`config.mk`:
```
export PLATFORM = sky130hd
export DESIGN_NAME = pipe_skid
export DESIGN_NICKNAME = d
export VERILOG_FILES = /design/src/rtl/pipe_pkg.sv /design/src/rtl/pipe_skid.sv
export SDC_FILE = /design/constraint.sdc
export NUM_CORES = 1
export LEC_CHECK = 0
export ABC_AREA = 1
export CORE_MARGIN = 2
export CORE_UTILIZATION = 55
export DETAILED_ROUTE_END_ITERATION = 8
export MAX_ROUTING_LAYER = met4
export PLACE_DENSITY_LB_ADDON = 0.05
export RECOVER_POWER = 100
export SETUP_SLACK_MARGIN = 0.5
export SYNTH_ARGS = -nofsm -noshare
export SYNTH_HDL_FRONTEND = slang
export SYNTH_SLANG_ARGS = --single-unit
```
`constraint.sdc`:
```
create_clock -name i_clk -period 7.59 [get_ports i_clk]
set_input_delay 0.759 -clock i_clk [delete_from_list [all_inputs] [get_ports i_clk]]
set_output_delay 0.759 -clock i_clk [all_outputs]
set_load 0.1 [all_outputs]
```
`src/rtl/pipe_pkg.sv`:
```
// rtl/pipe_pkg.sv - shared FSM state and width defaults for pipe_skid
package pipe_pkg;

    typedef enum logic [1:0] {
        EMPTY = 2'd0,
        ONE   = 2'd1,
        TWO   = 2'd2
    } state_t;

    localparam int W_DATA_DEF = 32;
    localparam int W_ADDR_DEF = 16;

endpackage

```
`src/rtl/pipe_skid.sv`:
```
// rtl/pipe_skid.sv - two-entry skid buffer with sequence tagging and flush
module pipe_skid
    import pipe_pkg::*;
#(
    parameter  int W_DATA = W_DATA_DEF,
    localparam int W_ADDR = W_ADDR_DEF
) (
    input  logic              i_clk,
    input  logic              i_reset,
    input  logic              i_flush,
    input  logic              in_valid,
    input  logic [W_DATA-1:0] in_data,
    output logic              in_ready,
    output logic              out_valid,
    output logic [W_DATA-1:0] out_data,
    output logic [W_ADDR-1:0] out_seq,
    input  logic              out_ready
);

    state_t            r_state;
    state_t            w_next_state;
    logic [W_DATA-1:0] r_o_data;
    logic [W_ADDR-1:0] r_o_seq;
    logic [W_DATA-1:0] r_s_data;
    logic [W_ADDR-1:0] r_s_seq;
    logic [W_ADDR-1:0] r_seq;

    logic w_in_xfer;
    logic w_out_xfer;
    logic w_load_o;
    logic w_load_s;
    logic w_move_s;

    assign w_in_xfer  = in_valid & in_ready;
    assign w_out_xfer = out_valid & out_ready;

    always_ff @(posedge i_clk or posedge i_reset) begin
        if (i_reset) begin
            r_state <= EMPTY;
        end else begin
            r_state <= w_next_state;
        end
    end

    // Flush wins over any handshake seen in the same cycle.
    always_comb begin
        w_next_state = r_state;
        if (i_flush) begin
            w_next_state = EMPTY;
        end else begin
            case (r_state)
                EMPTY: if (w_in_xfer) w_next_state = ONE;
                ONE: begin
                    if (w_in_xfer && !w_out_xfer)      w_next_state = TWO;
                    else if (!w_in_xfer && w_out_xfer) w_next_state = EMPTY;
                end
                TWO:     if (w_out_xfer) w_next_state = ONE;
                default: w_next_state = EMPTY;
            endcase
        end
    end

    // in_ready is a pure function of state so out_ready never reaches it.
    always_comb begin
        in_ready  = (r_state != TWO) & ~i_flush;
        out_valid = (r_state != EMPTY);
        w_load_o  = w_in_xfer & ((r_state == EMPTY) | ((r_state == ONE) & w_out_xfer));
        w_load_s  = w_in_xfer & (r_state == ONE) & ~w_out_xfer;
        w_move_s  = w_out_xfer & (r_state == TWO) & ~i_flush;
    end

    always_ff @(posedge i_clk or posedge i_reset) begin
        if (i_reset) begin
            r_o_data <= '0;
            r_o_seq  <= '0;
            r_s_data <= '0;
            r_s_seq  <= '0;
            r_seq    <= '0;
        end else begin
            if (w_load_o) begin
                r_o_data <= in_data;
                r_o_seq  <= r_seq;
            end else if (w_move_s) begin
                r_o_data <= r_s_data;
                r_o_seq  <= r_s_seq;
            end
            if (w_load_s) begin
                r_s_data <= in_data;
                r_s_seq  <= r_seq;
            end
            if (w_in_xfer) begin
                r_seq <= r_seq + {{(W_ADDR-1){1'b0}}, 1'b1};
            end
        end
    end

    assign out_data = r_o_data;
    assign out_seq  = r_o_seq;

endmodule

```
[Yosys cells after proc, flatten, opt, wreduce, memory -nomap -nowiden]
Index checks and enable logic that the tools add are counted.
Storage, ports and cells
  output and inout port bits: 50
  word-level logic and storage cells: 43
  bits in registers: 114
  input port bits: 37
Operators by class
  equal/unequal tests: 6
  $add $sub $neg: 1
  reductions and logical operators: 8
  muxes and demuxes: 10
  bitwise logic cells: 12
Operators by type and width (count)
  $mux W32: 2
  $mux W16: 2
  $add A16 B1 Y16 const B: 1
  $mux W2: 5
  $and A1 B1 Y1: 9
  $ne A3 B3 Y1 const B: 2
  $pmux W2 S3: 1
  $ne A4 B4 Y1 const B: 1
  $reduce_bool A2 Y1: 2
  $reduce_and A3 Y1: 1
  $eq A2 B1 Y1 const B: 1
  $eq A2 B2 Y1 const B: 1
  $logic_and A1 B1 Y1: 2
  $logic_not A1 Y1: 2
  $logic_not A2 Y1: 1
  $ne A2 B2 Y1 const B: 1
  $not A1 Y1: 2
  $or A1 B1 Y1: 1

[Logic depth before layout (Yosys ltp)]
  depth after elaboration: 9
  gate-level depth with buffers: 10
  depth with buffers taken out: 9

[Worst setup path after synthesis]
Ideal clock, no wire load.
  path type: input to output
  from: input port i_flush
  to: output port in_ready
  data required time: 6.831 ns
  arrival time: 2.012 ns
  stages: 1
  setup slack: 4.819 ns
  path buffers: 0
  cell sequence: nor2_1
Between the ends
  longest elaborated chain between the ends: 2
Ends and longest elaborated chain
  from (decl): RTL line pipe_skid.sv:10  | input logic i_flush,
  $not A1 Y1: RTL line pipe_skid.sv:65  | in_ready = (r_state != TWO) & ~i_flush;
  $and A1 B1 Y1: RTL line pipe_skid.sv:65
  to (decl): RTL line pipe_skid.sv:13  | output logic in_ready,
Every way passes these cells.

[Final worst setup path]
  from: input port i_flush
  to: register r_o_seq[14], in the netlist out_seq[14]
Between the ends
  longest elaborated chain between the ends: 5
  elaborated cells on any way between the ends: 7
  classes of those cells: 1 x mux; 5 x bitwise; 1 x reduce/logical
Ends and longest elaborated chain
  $not A1 Y1 *: RTL line pipe_skid.sv:65, pipe_skid.sv:69
  $and A1 B1 Y1: RTL line pipe_skid.sv:65
  $and A1 B1 Y1: RTL line pipe_skid.sv:34  | assign w_in_xfer = in_valid & in_ready;
  $and A1 B1 Y1: RTL line pipe_skid.sv:67  | w_load_o = w_in_xfer & ((r_state == EMPTY) | ((r_state == ONE) & w_out_xfer));
  $mux W16 / $reduce_bool A2 Y1 (equally long branches)
  to (signal assigned): RTL line pipe_skid.sv:82  | r_o_seq <= r_seq;
  to (signal assigned): RTL line pipe_skid.sv:85  | r_o_seq <= r_s_seq;
  to (decl): RTL line pipe_skid.sv:23  | logic [W_ADDR-1:0] r_o_seq;
Every way passes the cells marked *; elsewhere a longest branch is shown, timed or not.
A chain may end at the register's enable or synchronous reset.

==> flow_summary.toml <==
[setup_path]
r2r_setup_slack_ns = 3.49
reg2reg_depth = 7
path_class = "in -> reg"
worstPathRequired_ns = 8.03
cp_max_fo = 48
cp-start-kind = "primary input"
r2r-start = "r_state[0]$_DFFE_PP0P_"
critPathCaptureType = "flop"
critPathLaunch = "i_flush"
arrival_ns = 4.94
timing.rr.end = "out_seq[14]$_DFFE_PP0P_"

[run_status]
status = "finished, violations left"
violations = "max-capacitance violations, max-slew violations"

[die]
rows = 35
design.core.area_um2 = 9240
die_w_um = 101.5
io_pins = 87
die-height_um = 101.5
start_util = 0.5661
dieArea_um2 = 10310

[logic_synthesis]
synth_top_area_share = 0.5453
yosysSeqAreaShare = 0.5453
mappedNetlistArea_um2 = 5231
netlist_instances = 577
ys_seq_elements = 114
avgSynthCellArea_um2 = 9.066
synth_cell_type_count = 27
syn_nets = 615
synthTopCellsByArea = "dfrtp_1 55%, nand2_1 13%, a22oi_1 5.3%"
synth_warnings = 0
yosysTopAreaCell = "dfrtp_1"

[worst_hold_path]
hold_class = "reg -> reg"
min-delay-start = "out_data[28]$_DFFE_PP0P_"
whs_path_depth = 2
min_to = "out_data[28]$_DFFE_PP0P_"

[placed_design]
portBuffers = 86
dpl.hpwl_mm = 6.845
placedInstanceArea_um2 = 6087
place_congestion = 0.9549

[cts]
cts_tree = "done"
clockBufferDepth = 2
insertion_delay_ns = 0.51
clockRootBuffer = "clkbuf_8"
cts-buffers-inserted = 17
postCtsSetupRepairBufs = 0
ctsHoldBuffers = 0
cts_sinks = 114
cts_htree_levels = 4
cts.clk_slew.worst_paths_ns = 0.06
cts_resized = 0

[pwr]
ir_drop_mv = 0.2699
powerDensity_nw_per_um2 = 486.7
leakagePower_nw = 3.200

[sta]
tightest_slew_ns = 3.342
slew_headroom = -1.236
rsz0062_at_grt = "no"
clock_skew_ns = 0.006781
slew_viol_final = 89
hold_violations = 0
finalSetupViolCount = 0
fin_crit_ns = 4.500
tns_ns = 0
layout_worst_path_cycle_share = 0.5929
max_freq_mhz = 222.2

[grt]
antenna_found_initial = 0
grt_pass1_wl_mm = 19.49
gr-total-overflow = 0
track_usage = 0.2490
grt_max_degree = 77
grt_pass1_vias = 4161

[finish]
drive_gt1_frac = 0.1071
layout_commonest_cell = "nand2_1"
diodes = 0
nNetsFinal = 697
final_cell_area_um2 = 6596
syn2layout_area_growth_pct = 26.09
final_cell_mix = "209 x nand2_1, 114 x dfrtp_1, 58 x inv_1"

[routing]
drt-pass1-iter-count = 7
dr_total_vias = 4173
routedWlPerCell_um = 14.44
viasPerCell = 5.210
ant_nets = 0
drc = 0
totalWireLength_mm = 11.56
drt-initial-drc-count = 277

[flow_run]
cap_violations = 2
==> power breakdown <==
group,switching [mW],internal (mW),total [mW]
combinational,1.09,0.306,1.39
clock,0.296,0.547,0.843
sequential,0.136,0.837,0.973
==> cell usage after synthesis <==
master / instances
a21oi_1: 1
a22oi_1: 37
buf_2: 10
buf_4: 6
buf_6: 3
buf_8: 4
clkbuf_1: 4
clkinv_4: 1
dfrtp_1: 114
ha_1: 1
inv_1: 59
inv_2: 2
nand2_1: 186
nand2_2: 31
nand2_4: 1
nand3_1: 21
nand3_4: 1
nand4_1: 4
nor2_1: 23
nor2_2: 1
nor2_4: 2
nor3_1: 2
o21ai_0: 8
o21ai_1: 15
o21ai_2: 30
xnor2_1: 1
xor2_1: 9
==> sequential cells by signal, indices dropped and copies added, names as in the netlist <==
register	count
out_seq	16
r_seq	16
r_state	2
out_data	32
r_s_seq	16
r_s_data	32
==> worst max path at each step <==
stage | end | slack, ns | depth (start not counted)
floorplan | out_data[0]$_DFFE_PP0P_ | 3.82 | 1
global placement | in_ready | 4.38 | 3
detailed placement | in_ready | 4.38 | 3
CTS | in_ready | 4.38 | 3
global route | out_data[14]$_DFFE_PP0P_ | 2.48 | 7
finish | out_seq[14]$_DFFE_PP0P_ | 3.09 | 7
==> per-layer routing <==
metal  share of wire  track usage
met2            0.51       0.4049
met1            0.43       0.3133
met4           0.011      0.08628
met3           0.052      0.04762
met5               0            -
==> stage by stage <==
stage	cells	utilization	power, mW	worst slack [ns]	hold slack (ns)
2_1_floorplan	577	-	2.117	3.815	0.4591
3_3_place_gp	769	0.6588	2.418	4.378	0.4607
3_5_place_dp	769	0.6588	2.446	4.382	0.4645
4_1_cts	801	0.7270	3.302	4.376	0.4803
5_1_grt	801	0.7139	3.366	2.475	0.4928
6_report	801	0.7139	3.211	3.090	0.4704
==> cell families (layout without fill, tap and decap cells) <==
kind of cell | count (synthesis) | after routing | synth area share
adders and majority gates | 1 | 1 | 0.002391
buffers and inverters | 89 | 184 | 0.08443
DFF | 114 | 114 | 0.5453
xor gates and xnor gates | 10 | 10 | 0.01674
AOI/OAI and AO/OA | 91 | 91 | 0.1263
and+or+nand+nor | 272 | 272 | 0.2248
==> worst max-delay path: stages <==
cell and delay (ns):
dlygate4sd3_1 0.58, inv_1 0.11, nand3_1 0.52, nor2_1 0.14, nor2_1 2.46, nand2_1 0.16, nand3_1 0.19
==> area by class of cell <==
class	instances	area (um2)
tap	129	161.4
clock buffer	18	427.9
clock inverter	14	202.7
inverter	62	235.2
sequential	114	2853
timing repair buffer	90	890.9
fill	704	2644
multi-input combinational	374	1826
Note: power is estimated with default switching activity, not from simulation.
